`src/rtl/counter_seq_ctrl.sv`:
```
// Sequencing controller for an N-bit up/down counter: runs one-shot up/down,
// ping-pong and continuous-up sequences by driving enable/direction from cnt_q.
module counter_seq_ctrl #(
    parameter int N = 4
) (
    input  logic         clk,
    input  logic         rst_n,
    input  logic         start,
    input  logic         stop,
    input  logic         hold,
    input  logic [1:0]   mode,
    input  logic [N-1:0] limit,
    input  logic [N-1:0] cnt_q,
    output logic         cnt_en,
    output logic         cnt_up,
    output logic         cnt_dn,
    output logic         busy,
    output logic         tc,
    output logic         done
);

    typedef enum logic [1:0] {
        IDLE   = 2'b00,
        RUN_UP = 2'b01,
        RUN_DN = 2'b10,
        DONE   = 2'b11
    } state_t;

    localparam logic [1:0] MODE_ONESHOT_UP = 2'b00;
    localparam logic [1:0] MODE_ONESHOT_DN = 2'b01;
    localparam logic [1:0] MODE_PINGPONG   = 2'b10;
    localparam logic [1:0] MODE_CONT_UP    = 2'b11;

    state_t       state, state_nx;
    logic [1:0]   mode_r, mode_nx;
    logic [N-1:0] limit_r, limit_nx;
    logic [N-1:0] target;
    logic         at_tgt;
    logic         tc_nx;

    always_ff @(posedge clk or negedge rst_n) begin
        if (!rst_n) begin
            state   <= IDLE;
            mode_r  <= MODE_ONESHOT_UP;
            limit_r <= '0;
            tc      <= 1'b0;
        end else begin
            state   <= state_nx;
            mode_r  <= mode_nx;
            limit_r <= limit_nx;
            tc      <= tc_nx;
        end
    end

    // Outputs decode the registered state and the live counter value, so the
    // counter and this FSM can both act on the same clock edge.
    always_comb begin
        state_nx = state;
        mode_nx  = mode_r;
        limit_nx = limit_r;
        tc_nx    = 1'b0;

        target = (state == RUN_DN) ? '0 : limit_r;
        at_tgt = (cnt_q == target);
        busy   = (state == RUN_UP) || (state == RUN_DN);
        cnt_up = (state == RUN_UP);
        cnt_dn = (state == RUN_DN);
        done   = (state == DONE);
        cnt_en = busy && !hold && !stop && (!at_tgt || (mode_r == MODE_CONT_UP));

        case (state)
            IDLE: begin
                if (start) begin
                    mode_nx  = mode;
                    limit_nx = limit;
                    state_nx = (mode == MODE_ONESHOT_DN) ? RUN_DN : RUN_UP;
                end
            end
            RUN_UP: begin
                if (stop) begin
                    state_nx = IDLE;
                end else if (!hold && at_tgt) begin
                    tc_nx = 1'b1;
                    case (mode_r)
                        MODE_PINGPONG: state_nx = RUN_DN;
                        MODE_CONT_UP:  state_nx = RUN_UP;
                        default:       state_nx = DONE;
                    endcase
                end
            end
            RUN_DN: begin
                if (stop) begin
                    state_nx = IDLE;
                end else if (!hold && at_tgt) begin
                    tc_nx    = 1'b1;
                    state_nx = (mode_r == MODE_PINGPONG) ? RUN_UP : DONE;
                end
            end
            DONE: begin
                state_nx = IDLE;
            end
            default: begin
                state_nx = IDLE;
            end
        endcase
    end

endmodule

```
`config.mk`:
```
export PLATFORM = sky130hd
export DESIGN_NAME = counter_seq_ctrl
export DESIGN_NICKNAME = d
export VERILOG_FILES = /design/src/rtl/counter_seq_ctrl.sv
export SDC_FILE = /design/constraint.sdc
export NUM_CORES = 1
export LEC_CHECK = 0
export ABC_AREA = 1
export CORE_MARGIN = 4
export CORE_UTILIZATION = 41
export CTS_BUF_LIST = sky130_fd_sc_hd__clkbuf_8
export DETAILED_ROUTE_END_ITERATION = 10
export PLACE_DENSITY = 0.77
export SLEW_MARGIN = 20
export SYNTH_ARGS = -nofsm -noshare
export SYNTH_HDL_FRONTEND = slang
export SYNTH_SLANG_ARGS = --single-unit
```
`constraint.sdc`:
```
create_clock -name clk -period 1.57 [get_ports clk]
set_input_delay 0.314 -clock clk [delete_from_list [all_inputs] [get_ports clk]]
set_output_delay 0.314 -clock clk [all_outputs]
set_load 0.005 [all_outputs]
```
==> impl_metrics.json <==
{
  "grt_overflow": 0,
  "drt_iter0_markers": 10,
  "antenna_cells": 0,
  "cts_tree": "yes",
  "antenna_found_initial": 0,
  "wl_met3_um": 89,
  "ys.warnings.count": 0,
  "startpoint_type": "flop",
  "synth_edf_count": 0,
  "nets": 134,
  "fp.dieH_um": 46.4,
  "r2r_end": "state[0]$_DFFE_PN0P_",
  "top_layer": "met4",
  "endpoint_kind": "output pin",
  "route.detailed.wl_per_inst_um": 12.6,
  "hold_violations": 0,
  "die_w_um": 46.4,
  "dr_total_vias": 623,
  "power_density_nw_per_um2": 1830,
  "slowest_delay_ns": 0.40,
  "path_max_fanout": 8,
  "core_area_um2": 1350,
  "grt_max_degree": 10,
  "async_flop_share_pct": 100,
  "synth-seq-cells": 9,
  "max-cap-violations": 0,
  "synth_cell_type_count": 17,
  "cts.sink_count": 9,
  "total_leakage_power_nw": 0.517,
  "drt_pre_antenna_iters": 4,
  "worstHoldPathType": "primary input to asynchronous set/reset pin",
  "rows": 13,
  "clockBufferDepth": 2,
  "io_buffers": 20,
  "grt_pass1_vias": 591,
  "yosysTopAreaCellShare_pct": 37.3,
  "grt_usage_pct": 17.4,
  "synth_area_leaders": "dfrtp_1, nand2_1, ha_1",
  "clk_latency_ns": 0.24,
  "synth_common_cells": "nand2_1, inv_1, dfrtp_1",
  "die_area_um2": 2150,
  "max_freq_ghz": 0.552,
  "synth_ff_type": "dfrtp_1",
  "grt_pass1_wl_um": 2500,
  "fin_skew_ns": 0.000677,
  "final_area_um2": 1020,
  "fin_hold_ws_ns": 0.385,
  "worst_path_most_repeated_cell": "nand2_1",
  "finalPower_mw": 1.87,
  "startpoint": "state[1]$_DFFE_PN0P_",
  "io_pins": 21,
  "critPathSlowestCell": "dfrtp_1",
  "crit_type": "flop to output pin",
  "synth_top_area_cell": "dfrtp_1",
  "drcViolationCount": 0,
  "maxSlewHeadroom_pct": 70.8,
  "avgViaCountPerCell": 4.87,
  "initial_core_util_pct": 44.8,
  "cts.clk_slew.worst_paths_ns": 0.05,
  "dr_wl_met2_um": 744,
  "layout-drive-gt1-share_pct": 34.5,
  "met1Wirelength_um": 754,
  "routed_wl_um": 1620,
  "htree_levels": 1,
  "setup_slack_ns": -0.240,
  "slew_violations": 0,
  "dp_hpwl_um": 1100,
  "ctsRootBufferMaster": "clkbuf_8",
  "arrival_ns": 1.50,
  "area_growth_pct": 69.6,
  "synthCells": 76,
  "setup_violations": 6,
  "r2r_slack_ns": -0.08,
  "yosys.cell_count.top_type": "nand2_1",
  "syn_nets": 96,
  "worst_pin_slew_ns": 0.436,
  "cts_buffers": 3,
  "required_ns": 1.26,
  "status": "finished with violations",
  "max-vdd-ir-drop_uv": 849,
  "cts_hold_buf": 0,
  "worstPathCellList": "ha_4, inv_6, nand2_2, nand2_1, nand2_1, nor2_2, nand3_1, nand4_1, inv_1, buf_2",
  "syn_avg_cell_area_um2": 7.95,
  "violations": "negative setup slack",
  "rsz0062_at_grt": "true",
  "dpl_cell_area_um2": 898,
  "ant_nets": 0,
  "period_needed_ns": 1.81,
  "crit_end": "cnt_en",
  "fin_cells": 128,
  "seq_area_frac_synth_pct": 37.3,
  "r2r_start": "state[1]$_DFFE_PN0P_",
  "fin_crit_sh_pct": 115,
  "place_inst": 121,
  "post-place-ws_ns": -0.451,
  "syn_area_um2": 604,
  "rr_worst_depth": 11,
  "finalWeightedCongestion": 0.773
}
-- cell usage in the layout, fill, tap and decap left out, drive strengths merged --
master / instances
a21oi: 2
nand2: 26
clkdlybuf4s50: 15
mux2: 5
o21ai: 1
buf: 15
dlygate4sd2: 2
nand3b: 3
a31o: 1
nor2: 5
nor3b: 1
inv: 11
nand4: 1
dfrtp: 9
clkbuf: 3
nand3: 6
clkdlybuf4s15: 1
clkinv: 1
ha: 5
-- registers in the layout (all words and copies together) (netlist names) --
| register | flops |
|---|---|
| limit_r | 4 |
| mode_r | 2 |
| state | 2 |
| tc | 1 |
-- worst min path at each step --
stage,startpoint,cells past startpoint,to
2_1_floorplan,rst_n,0,limit_r[0]$_DFFE_PN0P_
3_3_place_gp,mode_r[1]$_DFFE_PN0P_,2,mode_r[1]$_DFFE_PN0P_
3_5_place_dp,mode_r[1]$_DFFE_PN0P_,2,mode_r[1]$_DFFE_PN0P_
4_1_cts,rst_n,1,limit_r[0]$_DFFE_PN0P_
5_1_grt,rst_n,1,limit_r[0]$_DFFE_PN0P_
6_report,rst_n,1,limit_r[0]$_DFFE_PN0P_
-- cell families after synthesis --
| family | synth area share (%) |
|---|---|
| flip-flops | 37.3 |
| multiplexers | 9.32 |
| AO/OA/AOI/OAI | 3.93 |
| AND/OR/NAND/NOR | 32.3 |
| buffers and inverters | 6.83 |
| adder cells (fa/ha/maj) | 10.4 |
-- layer usage --
metal / global-route usage [%] / vias to the layer above
met2: 27.7 / 18
met4: 11.9 / 0
li1: - / 318
met3: 2.34 / 3
met1: 21.4 / 284
met5: 0 / -
-- per-stage QoR --
step                setup TNS [ns]  utilization, %
floorplan                        0               -
global placement            -0.774            66.5
detailed placement          -0.880            66.5
CTS                         -0.759            74.4
global route                 -1.19            75.9
finish                      -0.760            75.9
-- critical path: cells and delay by family (launching register included) --
family                   cells  cell delay (ns)
AND/OR/NAND/NOR              6             0.43
buffers and inverters        3             0.22
flip-flops                   1             0.40
adder cells (fa/ha/maj)      1             0.19
-- cell type report --
class	count	area, um^2
multi-input combinational	56	385
fill	91	325
timing repair buffer	33	300
sequential	9	225
inverter	11	48.8
clock buffer	3	41.3
tap	15	18.8
clock inverter	1	5.00
-- power by group --
group | internal (mW) | switching (mW) | total (mW)
clock network | 0.174 | 0.104 | 0.278
logic | 0.657 | 0.510 | 1.17
registers | 0.340 | 0.0879 | 0.428
-- what timing repair did --
item,CTS,global route
buffers inserted,2,1
pin swaps,3,4
resized for setup,25,4
gates cloned,0,0
setup endpoints to repair,7,7
Note: power is estimated with default switching activity, not from simulation.
